**config.mk**
```make
export PLATFORM = sky130hd
export DESIGN_NAME = rv_pc_gen
export DESIGN_NICKNAME = d
export VERILOG_FILES = /design/src/rtl/rv_pc_pkg.sv /design/src/rtl/rv_pc_target.sv /design/src/rtl/rv_pc_gen.sv
export SDC_FILE = /design/constraint.sdc
export NUM_CORES = 1
export LEC_CHECK = 0
export BUFFER_PORTS_ARGS = -buffer_cell sky130_fd_sc_hd__buf_2
export CAP_MARGIN = 0
export CORE_MARGIN = 10
export CORE_UTILIZATION = 55
export CTS_CLUSTER_DIAMETER = 150
export CTS_CLUSTER_SIZE = 16
export DETAILED_ROUTE_END_ITERATION = 7
export MAX_ROUTING_LAYER = met4
export PLACE_DENSITY = 0.88
export SYNTH_ARGS = -nofsm -noshare
export SYNTH_HDL_FRONTEND = slang
export SYNTH_SLANG_ARGS = --single-unit
export TNS_END_PERCENT = 100
```
**constraint.sdc**
```tcl
create_clock -name clk -period 4.5 [get_ports clk]
set_input_delay 0.45 -clock clk [delete_from_list [all_inputs] [get_ports clk]]
set_output_delay 0.45 -clock clk [all_outputs]
set_load 0.005 [all_outputs]
```
**src/rtl/rv_pc_pkg.sv**
```systemverilog
// Shared types and immediate decoders for the fetch-PC generator.
// Immediates come back sign-extended to 64 bits; callers truncate to XLEN.
package rv_pc_pkg;

    typedef enum logic [1:0] {
        OP_JAL    = 2'd0,
        OP_JALR   = 2'd1,
        OP_BRANCH = 2'd2
    } pc_op_e;

    // Wide enough for FLUSH_STAGES up to 7.
    localparam int FLUSH_CNT_W = 3;

    function automatic logic [63:0] imm_j(input logic [31:0] instr);
        return {{43{instr[31]}}, instr[31], instr[19:12], instr[20], instr[30:21], 1'b0};
    endfunction

    function automatic logic [63:0] imm_i(input logic [31:0] instr);
        return {{52{instr[31]}}, instr[31:20]};
    endfunction

    function automatic logic [63:0] imm_b(input logic [31:0] instr);
        return {{51{instr[31]}}, instr[31], instr[7], instr[30:25], instr[11:8], 1'b0};
    endfunction

endpackage

```
**src/rtl/rv_pc_target.sv**
```systemverilog
// Combinational redirect-target calculation and misalignment detection.
module rv_pc_target
    import rv_pc_pkg::*;
#(
    parameter int XLEN  = 32,
    parameter bit C_EXT = 1'b0
) (
    input  pc_op_e            i_op,
    input  logic [XLEN-1:0]   i_execute_pc,
    input  logic [31:0]       i_instr,
    input  logic [XLEN-1:0]   i_rs1,
    output logic [XLEN-1:0]   o_target,
    output logic              o_misalign
);

    logic [XLEN-1:0] w_imm_j;
    logic [XLEN-1:0] w_imm_i;
    logic [XLEN-1:0] w_imm_b;
    logic [XLEN-1:0] w_jalr_sum;

    assign w_imm_j    = XLEN'(imm_j(i_instr));
    assign w_imm_i    = XLEN'(imm_i(i_instr));
    assign w_imm_b    = XLEN'(imm_b(i_instr));
    assign w_jalr_sum = i_rs1 + w_imm_i;

    always_comb begin
        o_target = i_execute_pc + w_imm_b;
        case (i_op)
            OP_JAL:    o_target = i_execute_pc + w_imm_j;
            OP_JALR:   o_target = w_jalr_sum & ~XLEN'(1);
            OP_BRANCH: o_target = i_execute_pc + w_imm_b;
            default:   o_target = i_execute_pc + w_imm_b;
        endcase
    end

    // With compressed instructions any even address is legal.
    generate
        if (C_EXT) begin : g_cext
            assign o_misalign = 1'b0;
        end else begin : g_no_cext
            assign o_misalign = o_target[1];
        end
    endgenerate

endmodule

```
**src/rtl/rv_pc_gen.sv**
```systemverilog
// Fetch-PC generator: sequential PC, held redirects, trap vectoring,
// multi-cycle flush and misaligned-target reporting.
module rv_pc_gen
    import rv_pc_pkg::*;
#(
    parameter int          XLEN         = 32,
    parameter logic [63:0] RESET_VECTOR = 64'h0,
    parameter logic [63:0] TRAP_VECTOR  = 64'h100,
    parameter int          FLUSH_STAGES = 2,
    parameter bit          C_EXT        = 1'b0
) (
    input  logic              clk,
    input  logic              rst,
    input  logic              enable,
    input  logic              fetch_ready,
    input  logic              stall,
    input  logic              redirect_valid,
    input  pc_op_e            redirect_op,
    input  logic [XLEN-1:0]   execute_pc,
    input  logic [31:0]       instr,
    input  logic [XLEN-1:0]   rs1,
    input  logic              trap_valid,
    output logic [XLEN-1:0]   pc,
    output logic [XLEN-1:0]   pc_plus4,
    output logic              flush,
    output logic              halt,
    output logic              misalign_trap,
    output logic [XLEN-1:0]   misalign_addr
);

    localparam logic [XLEN-1:0]        RST_PC    = XLEN'(RESET_VECTOR);
    localparam logic [XLEN-1:0]        TRAP_PC   = XLEN'(TRAP_VECTOR);
    localparam logic [FLUSH_CNT_W-1:0] FLUSH_LD  = FLUSH_CNT_W'(FLUSH_STAGES);

    logic [XLEN-1:0]        r_pc;
    logic [XLEN-1:0]        r_pend_pc;
    logic                   r_pending;
    logic [FLUSH_CNT_W-1:0] r_flush_cnt;
    logic                   r_halt;
    logic                   r_misalign_trap;
    logic [XLEN-1:0]        r_misalign_addr;

    logic [XLEN-1:0] w_target;
    logic            w_misalign;
    logic            w_advance;
    logic            w_accept;
    logic            w_load;
    logic            w_mis_fire;
    logic [XLEN-1:0] w_new_target;
    logic [XLEN-1:0] w_pc_plus4;

    rv_pc_target #(
        .XLEN  (XLEN),
        .C_EXT (C_EXT)
    ) u_target (
        .i_op         (redirect_op),
        .i_execute_pc (execute_pc),
        .i_instr      (instr),
        .i_rs1        (rs1),
        .o_target     (w_target),
        .o_misalign   (w_misalign)
    );

    assign w_advance    = enable & fetch_ready & ~stall;
    // While a redirect is pending, younger redirects are wrong-path and dropped.
    assign w_accept     = redirect_valid & ~r_pending;
    assign w_load       = trap_valid | w_accept;
    assign w_mis_fire   = w_accept & ~trap_valid & w_misalign;
    assign w_new_target = (trap_valid | w_mis_fire) ? TRAP_PC : w_target;
    assign w_pc_plus4   = r_pc + XLEN'(4);

    always_ff @(posedge clk) begin
        if (rst) begin
            r_pc            <= RST_PC;
            r_pend_pc       <= RST_PC;
            r_pending       <= 1'b0;
            r_flush_cnt     <= '0;
            r_halt          <= 1'b0;
            r_misalign_trap <= 1'b0;
            r_misalign_addr <= '0;
        end else begin
            if (w_advance) begin
                if (w_load) begin
                    r_pc <= w_new_target;
                end else if (r_pending) begin
                    r_pc <= r_pend_pc;
                end else begin
                    r_pc <= w_pc_plus4;
                end
                r_pending <= 1'b0;
            end else if (w_load) begin
                r_pending <= 1'b1;
                r_pend_pc <= w_new_target;
            end

            if (w_load) begin
                r_flush_cnt <= FLUSH_LD;
            end else if (r_flush_cnt != '0) begin
                r_flush_cnt <= r_flush_cnt - 1'b1;
            end

            r_halt          <= ~enable;
            r_misalign_trap <= w_mis_fire;
            if (w_mis_fire) begin
                r_misalign_addr <= w_target;
            end
        end
    end

    assign pc            = r_pc;
    assign pc_plus4      = w_pc_plus4;
    assign flush         = (r_flush_cnt != '0);
    assign halt          = r_halt;
    assign misalign_trap = r_misalign_trap;
    assign misalign_addr = r_misalign_addr;

endmodule
```
## Yosys cells after proc, flatten, opt, wreduce, memory -nomap -nowiden

Cells that the tools add are included.

| storage, ports and cells | value |
|---|---|
| register bits after elaboration | 102 |
| input bits | 105 |
| output and inout bits | 99 |
| logic and storage cells | 38 |

| cells by class | value |
|---|---|
| $add $sub $neg | 5 |
| equal/unequal tests | 1 |
| muxes and demuxes | 6 |
| bitwise operators | 12 |
| reduce and logical (&&, ||, !) cells | 6 |

Operators by type and width:

| cell | number |
|---|---|
| $add A32 B32 Y32 | 3 |
| $mux W32 | 3 |
| $pmux W32 S2 | 1 |
| $add A32 B3 Y32 const B | 1 |
| $and A1 B1 Y1 | 5 |
| $not A1 Y1 | 5 |
| $mux W2 | 2 |
| $reduce_or A2 Y1 | 2 |
| $reduce_bool A3 Y1 | 1 |
| $sub A3 B1 Y3 const B | 1 |
| $eq A2 B1 Y1 const B | 1 |
| $logic_not A2 Y1 | 1 |
| $or A1 B1 Y1 | 2 |
| $reduce_and A2 Y1 | 1 |
| $reduce_bool A2 Y1 | 1 |

## Depth between registers and ports, before layout

Gate-level depths: netlist (run 1).

| logic depth | value |
|---|---|
| word-level depth | 7 |
| mapped depth | 14 |
| gate-level depth less buffers | 13 |

## Modules after synthesis

From an unflattened synthesis (run 1), not the netlist that was laid out.

| second synthesis, totals | value |
|---|---|
| cells, all modules | 1161 |
| area total of the unflattened synthesis | 8727.1 um^2 |

By module, submodules not included:

| module | instances | cells an instance | area an instance (um^2) | seq. area each (um^2) |
|---|---|---|---|---|
| rv_pc_gen | 1 | 614 | 4922.2 | 2042.0 |
| rv_pc_target | 1 | 547 | 3804.9 | 0.0 |

## Worst setup path after synthesis (run 1)

OpenSTA, ideal clock, no wires.

| path | value |
|---|---|
| path type | input to register |
| start | input redirect_op[0] |
| end | register r_misalign_addr[31] (netlist: misalign_addr[31]) |
| setup time | 0.062 ns |
| arrival | 4.034 ns |
| required time | 4.438 ns |
| setup slack | 0.404 ns |
| stages on the path | 13 |
| buffers on the path | 1 |
| path through | nor2_1 clkbuf_1 mux2_2 fa_1 a211o_2 a2111oi_4 nor3_2 or3_4 a21o_1 a211o_1 o221a_4 or4_1 nand3_1 |

| on the way | value |
|---|---|
| longest elaborated chain between the ends | 3 |
| elaborated cells on any way between the ends | 4 |
| classes of those cells | eq/ne: 1; mux: 1; bitwise: 1; reduce/logical: 1 |

RTL lines:

| item | RTL line | text |
|---|---|---|
| start: declaration | rv_pc_gen.sv:18 | `input pc_op_e redirect_op,` |
| $eq A2 B1 Y1 / $logic_not A2 Y1 (equally long branches) | rv_pc_target.sv:28 | `case (i_op)` |
| $pmux W32 S2 * | rv_pc_target.sv:28 |  |
| $and A1 B1 Y1 | rv_pc_gen.sv:68 | `assign w_mis_fire = w_accept & ~trap_valid & w_misalign;` |
| end signal: assignment | rv_pc_gen.sv:105 | `r_misalign_addr <= w_target;` |
| end: declaration | rv_pc_gen.sv:41 | `logic [XLEN-1:0] r_misalign_addr;` |

Mark *: on every way between the ends. The rest lies on a longest branch, timed or not.
A chain may end at the register's enable or synchronous reset.

## Final worst setup path (run 1)

| path | value |
|---|---|
| start | input redirect_op[0] |
| end | register r_pc[27] (netlist: pc[27]) |

| on the way | value |
|---|---|
| longest elaborated chain between the ends | 6 |
| elaborated cells on any way between the ends | 7 |
| classes of those cells | eq/ne: 1; mux: 3; bitwise: 2; reduce/logical: 1 |

RTL lines:

| item | RTL line | text |
|---|---|---|
| $eq A2 B1 Y1 / $logic_not A2 Y1 (equally long branches) | rv_pc_target.sv:28 |  |
| $pmux W32 S2 * | rv_pc_target.sv:28 |  |
| $and A1 B1 Y1 | rv_pc_gen.sv:68 |  |
| $or A1 B1 Y1 | rv_pc_gen.sv:69 | `assign w_new_target = (trap_valid \| w_mis_fire) ? TRAP_PC : w_target;` |
| $mux W32 * | rv_pc_gen.sv:69 |  |
| $mux W32 * | rv_pc_gen.sv:83 | `if (w_load) begin` |
| end signal: assignment | rv_pc_gen.sv:84 | `r_pc <= w_new_target;` |
| end signal: assignment | rv_pc_gen.sv:86 | `r_pc <= r_pend_pc;` |
| end signal: assignment | rv_pc_gen.sv:88 | `r_pc <= w_pc_plus4;` |
| end: declaration | rv_pc_gen.sv:35 | `logic [XLEN-1:0] r_pc;` |

Marks and branches as above.

==> results.sh, run 1 <==
export IMPL_p_leak_nw=4.66
export IMPL_power_mw=2.79
export IMPL_clk_pin_slew_worst_paths_ns=0.07
export IMPL_ios=204
export IMPL_ir_drop_uv=221
export IMPL_clock_path_buffers=2
export IMPL_post_cts_buffers=0
export IMPL_rows=45
export IMPL_final_hold_viol_count=0
export IMPL_drv_slew=0
export IMPL_start_util_pct=56.3
export IMPL_max_cap_viol_count=0
export IMPL_final_nets=1476
export IMPL_power_density_mw_per_mm2=277
export IMPL_period_share_pct=87.1
export IMPL_crit_end="pc[27]"
export IMPL_post_cts_resized=0
export IMPL_worstPathRequired_ns=4.74
export IMPL_async_flop_share_pct=0
export IMPL_p_sw_mw=1.03
export IMPL_drcViolationCount=0
export IMPL_area_growth_synth_to_final_pct=17.2
export IMPL_htreeDepth=3
export IMPL_setup_viol=0
export IMPL_via_per_inst=6.19
export IMPL_synth_cell_types=75
export IMPL_r2r_cells=9
export IMPL_status="finished clean"
export IMPL_clkLatencyLatePin_ns=0.35
export IMPL_rrSetupSlack_ns=1.56
export IMPL_ctsHoldBuffers=0
export IMPL_avgSynthCellArea_sq_um=7.57
export IMPL_diodes=0
export IMPL_worst_slack_ns=0.579
export IMPL_die_area_sq_mm=0.0210
export IMPL_grt_usage_pct=26.9
export IMPL_drt_total_wl_mm=28.9
export IMPL_portBuffers=196
export IMPL_ant_nets=0
export IMPL_p_seq_share_pct=35.5
export IMPL_internal_power_mw=1.76
export IMPL_synth_edf_count=0
export IMPL_combPwrFrac_pct=37.7
export IMPL_fin_skew_ns=0.00820
export IMPL_synth_flop_cell="dfxtp_1"
export IMPL_drt_initial_drc_count=938
export IMPL_ys_seq_elements=102
export IMPL_antenna_found_initial=0
export IMPL_fin_setup_tns_ns=0
export IMPL_grt_max_degree=48
export IMPL_dr_pass1_iters=5
export IMPL_hpwlAfterDp_mm=22.6
export IMPL_postSynthCellCount=1135
export IMPL_endpoint_kind="register"
export IMPL_place_ws_ns=0.237
export IMPL_numCtsBuffers=9
export IMPL_path_max_fanout=6
export IMPL_syn_cell_area_sq_mm=0.00859
export IMPL_final_area_sq_mm=0.0101
export IMPL_yosysWarnings=0
export IMPL_crit_type="primary input to register"
export IMPL_vias=9403
export IMPL_cts_tree="built"
export IMPL_grt_pass1_vias=9150
export IMPL_final_common_cell="buf_2"
export IMPL_fmax_ghz=0.255
export IMPL_sw_frac_of_total_pct=36.8
export IMPL_cp_start_kind="primary input"
export IMPL_wire_per_inst_microns=19.0
export IMPL_min_period_ns=3.92
export IMPL_cts_sinks=102
export IMPL_rsz0062_at_grt="no"
export IMPL_r2r_end="pc[30]"
export IMPL_grt_pass1_wl_mm=46.7
export IMPL_synth_net_count=1307
export IMPL_cts_root_buf="clkbuf_16"
export IMPL_hold_path_class="primary input to register"
export IMPL_worst_slew_pin_slew_ns=0.857
export IMPL_core_area_sq_mm=0.0153
export IMPL_worstPathArrival_ns=4.16
export IMPL_finalWeightedCongestion=0.949
export IMPL_die_h_microns=145
export IMPL_final_cell_mix="196 x buf_2, 132 x nor2_1, 115 x nand2_1"
export IMPL_relSlewSlack_pct=42.1
export IMPL_clkPwrFrac_pct=26.8
export IMPL_grt_remaining_overflow=0
export IMPL_startpoint="redirect_op[0]"
export IMPL_drive_above_1_share_pct=20.6
export IMPL_seq_area_frac_synth_pct=23.8
export IMPL_postPlaceCellArea_sq_mm=0.00978
export IMPL_die_x_microns=145
export IMPL_worstReg2RegStart="pc[4]"
cell usage after synthesis (4+ instances only):
master    number  area (sq um)
a211o_1        8          70.1
a211oi_1      26           195
a21o_1        38           285
a21oi_1       89           445
a221o_1        6          60.1
a221oi_1       9          78.8
a22o_1         6          52.6
a22oi_1        8          60.1
a311oi_1       4          35.0
a31oi_1       15          93.8
and2_1         9          56.3
and3_1         9          56.3
and4_1         5          43.8
buf_1          9          33.8
clkbuf_1      50           188
dfxtp_1      102          2040
ha_1          65           813
inv_1         21          78.8
mux2_2         9           101
mux2i_1       19           190
nand2_1      115           432
nand2b_1      17           106
nand3_1       38           190
nand4_1       16           100
nor2_1       133           499
nor2b_1        7          43.8
nor3_1        28           140
o211a_1        8          80.1
o211ai_1      14           105
o21a_1        12          90.1
o21ai_0       69           345
o21bai_1       7          52.6
o221ai_1      10          87.6
o31ai_1        6          45.0
or2_2          8          50.1
or3_1          4          25.0
or4_1          4          30.0
xnor2_1       41           359
xor2_1        33           289
flip-flops by register name (all words and copies together), names as in the netlist:
register and count:
r_flush_cnt 3, pc 32, r_pending 1, r_pend_pc 32, halt 1, misalign_trap 1
misalign_addr 32
worst max-delay path, cell delays in order:
cell and delay, ns:
buf_2 0.11, nor2_1 0.10, buf_4 0.16, mux2_2 0.34, ha_1 0.22, fa_1 0.43, a211o_2 0.40, a2111oi_4 0.38
nor3_2 0.11, or3_4 0.41, and3_2 0.19, a211o_1 0.28, a31oi_1 0.15, buf_4 0.15, o221ai_1 0.11, o211a_1 0.17
cell families (layout without fill, tap and decap cells):
family	Yosys count	in the layout	synth area share, %
DFF	102	102	23.8
xor gates and xnor gates	75	75	7.81
muxes	28	28	3.39
adders and majority gates	67	67	9.94
AOI/OAI and AO/OA	369	369	29.1
buffers and inverters	84	258	3.77
and+or+nand+nor	410	410	22.2
final cells by class:
type	instances	area, sq um
Multi-Input combinational cell	949	6230
Fill cell	1363	5190
Sequential cell	102	2040
Timing Repair Buffer	220	1160
Tap cell	211	264
Clock buffer	11	243
Inverter	22	82.6
Clock inverter	5	41.3
metal layers:
| layer | global-route usage, % | wire length (microns) | up-vias |
|---|---|---|---|
| li1 | - | - | 4515 |
| met1 | 32.4 | 12300 | 4342 |
| met2 | 43.9 | 13500 | 468 |
| met3 | 4.47 | 2090 | 78 |
| met4 | 10.5 | 1070 | 0 |
| met5 | - | 0 | - |
per-stage QoR:
| stage | utilization [%] | instances | hold WS, ns |
|---|---|---|---|
| global route | 66.0 | 1520 | 0.260 |
| floorplan | - | 1135 | 0.416 |
| finish | 66.0 | 1520 | 0.261 |
| CTS | 66.0 | 1520 | 0.258 |
| detailed placement | 64.1 | 1504 | 0.438 |
| global placement | 64.1 | 1504 | 0.428 |
power by group through the flow:
stage	Clock, mW	Combinational [mW]	Sequential, mW
3_3_place_gp	0	1.01	1.00
3_5_place_dp	0	1.03	1.01
6_report	0.747	1.05	0.988
5_1_grt	0.780	1.15	0.993
4_1_cts	0.752	1.03	0.986
2_1_floorplan	0	0.696	1.00
how the worst min path moves through the flow:
stage                              from       endpoint  slack (ns)  cells after the start
final                            enable           halt        0.26                      2
after global routing             enable           halt        0.26                      2
after CTS                        enable           halt        0.26                      2
after detailed placement  r_pend_pc[28]  r_pend_pc[28]        0.44                      2
after global placement    r_pend_pc[18]  r_pend_pc[18]        0.43                      2
after floorplan           r_pend_pc[16]  r_pend_pc[16]        0.42                      2
(Power assumes the default switching activity.)
==> run 2, diff against run 1 <==
==> constraint.sdc (replaced) <==
create_clock -name clk -period 4.2 [get_ports clk]
set_input_delay 0.42 -clock clk [delete_from_list [all_inputs] [get_ports clk]]
set_output_delay 0.42 -clock clk [all_outputs]
set_load 0.005 [all_outputs]
==> run 2 against run 1 <==
  * Die area unchanged
  * Cell area increased by 1.1%
  * Largest power group unchanged
  * Cell count up 0.53%
  * Clock skew decreased by 0.00056 ns
  * Sequential power is 7% higher
  * Critical path type unchanged
  * Global-route usage rose by 0.17 points
  * Routed wire length grew 1.3%
  * Critical endpoint unchanged
  * Sequential cell count stayed put
  * First-iteration DRC count increased by 8.6%
  * Critical path depth fell by 1
==> results.sh, run 2 (synthesis gave the netlist of run 1 again) <==
export IMPL_final_area_sq_mm=0.0102
export IMPL_ios=204
export IMPL_post_cts_resized=0
export IMPL_grt_pass1_vias=9116
export IMPL_postPlaceCellArea_sq_mm=0.00985
export IMPL_clkPwrFrac_pct=29.4
export IMPL_ir_drop_uv=229
export IMPL_final_common_cell="buf_2"
export IMPL_combPwrFrac_pct=36.6
export IMPL_final_cell_mix="196 x buf_2, 132 x nor2_1, 115 x nand2_1"
export IMPL_p_sw_mw=1.10
export IMPL_grt_most_used_layer="met2"
export IMPL_vias=9486
export IMPL_worstReg2RegStart="pc[4]"
export IMPL_finalWeightedCongestion=0.959
export IMPL_fin_setup_tns_ns=0
export IMPL_start_util_pct=56.3
export IMPL_fmax_ghz=0.254
export IMPL_met2_usage_pct=44.3
export IMPL_place_ws_ns=-0.0798
export IMPL_p_seq_share_pct=34.0
export IMPL_grt_pass1_wl_mm=46.8
export IMPL_grt_usage_pct=27.0
export IMPL_final_nets=1483
export IMPL_max_cap_viol_count=0
export IMPL_ant_nets=0
export IMPL_cts_tree="built"
export IMPL_status="finished clean"
export IMPL_power_density_mw_per_mm2=306
export IMPL_core_area_sq_mm=0.0153
export IMPL_min_period_ns=3.94
export IMPL_clkLatencyLatePin_ns=0.36
export IMPL_holdWs_ns=0.227
export IMPL_fillers=1350
export IMPL_met3_usage_pct=4.28
export IMPL_period_share_pct=93.8
export IMPL_ctsHoldBuffers=0
export IMPL_path_max_fanout=6
export IMPL_area_growth_synth_to_final_pct=18.5
export IMPL_endpoint_kind="register"
export IMPL_internal_power_mw=2.02
export IMPL_setup_viol=0
export IMPL_htreeDepth=3
export IMPL_rsz0062_at_grt="no"
export IMPL_grt_max_degree=50
export IMPL_antenna_found_initial=1
export IMPL_die_h_microns=145
export IMPL_p_leak_nw=4.72
export IMPL_portBuffers=196
export IMPL_drt_initial_drc_count=1019
export IMPL_worst_slew_pin_slew_ns=0.770
export IMPL_post_cts_buffers=0
export IMPL_drt_total_wl_mm=29.3
export IMPL_crit_type="primary input to register"
export IMPL_cp_start_kind="primary input"
export IMPL_clock_path_buffers=2
export IMPL_clk_pin_slew_worst_paths_ns=0.07
export IMPL_relSlewSlack_pct=48.5
export IMPL_hold_path_class="primary input to register"
export IMPL_dr_pass1_iters=6
export IMPL_cts_sinks=102
export IMPL_rows=45
export IMPL_numCtsBuffers=9
export IMPL_sw_frac_of_total_pct=35.2
export IMPL_drcViolationCount=0
export IMPL_fin_skew_ns=0.00764
export IMPL_r2r_end="pc[30]"
export IMPL_use_met1_pct=33.1
export IMPL_worstHoldStart="enable"
export IMPL_drive_above_1_share_pct=21.0
export IMPL_wire_per_inst_microns=19.2
export IMPL_rrSetupSlack_ns=1.35
export IMPL_final_hold_viol_count=0
export IMPL_die_x_microns=145
export IMPL_drv_slew=0
export IMPL_hold_depth=2
export IMPL_via_per_inst=6.21
export IMPL_die_area_sq_mm=0.0210
export IMPL_hpwlAfterDp_mm=22.7
export IMPL_worst_slack_ns=0.260
export IMPL_worstPathRequired_ns=4.44
export IMPL_grt_remaining_overflow=0
export IMPL_min_to="halt"
export IMPL_cts_root_buf="clkbuf_16"
export IMPL_worstPathArrival_ns=4.19
export IMPL_r2r_cells=9
-- run 2: worst max-delay path, cell delays in order --
cell and delay, ns:
buf_2 0.11, nor2_1 0.13, buf_4 0.17, mux2_2 0.34, ha_1 0.22, fa_1 0.39
a211o_2 0.39, a2111oi_4 0.41, nor3_2 0.12, or3_4 0.42, and3_2 0.19, a211o_1 0.27
a31oi_1 0.26, o221ai_1 0.16, o211a_1 0.18
-- run 2: how the worst max path moves through the flow --
stage,from,cells after the start,to,slack [ns]
2_1_floorplan,redirect_op[0],13,misalign_addr[31],0.13
5_1_grt,redirect_op[0],15,pc[27],0.02
3_3_place_gp,redirect_op[0],15,pc[27],-0.02
6_report,redirect_op[0],15,pc[27],0.26
4_1_cts,redirect_op[0],15,pc[27],0.25
3_5_place_dp,redirect_op[0],15,pc[27],-0.08
-- run 2: final cells by class --
class | instances | area [sq um] | share of cell area (%)
multi-input cells | 949 | 6230 | 61.3
clock inverters | 5 | 81.3 | 0.799
flip-flops and latches | 102 | 2040 | 20.1
inverters | 22 | 82.6 | 0.812
well taps | 211 | 264 | 2.60
repair buffers | 227 | 1230 | 12.1
diodes | 1 | 2.50 | 0.0246
clock buffers | 11 | 243 | 2.39
-- run 2: metrics by stage --
step | cells | util (%) | total power [mW]
floorplan | 1135 | - | 1.82
global placement | 1511 | 64.5 | 2.17
detailed placement | 1511 | 64.5 | 2.19
CTS | 1527 | 66.7 | 3.08
global route | 1528 | 66.7 | 3.26
finish | 1528 | 66.7 | 3.11
-- run 2: power by group through the flow --
stage	Clock (mW)	Sequential, mW	Combinational [mW]
floorplan	0	1.07	0.746
global placement	0	1.08	1.09
detailed placement	0	1.08	1.11
CTS	0.907	1.06	1.12
global route	0.946	1.06	1.25
finish	0.914	1.06	1.14
-- run 2: layer usage --
| layer | wire length [microns] | vias up |
|---|---|---|
| met5 | 0 | - |
| met4 | 949 | 0 |
| met3 | 2300 | 76 |
| met2 | 13800 | 476 |
| met1 | 12200 | 4403 |
| li1 | - | 4531 |
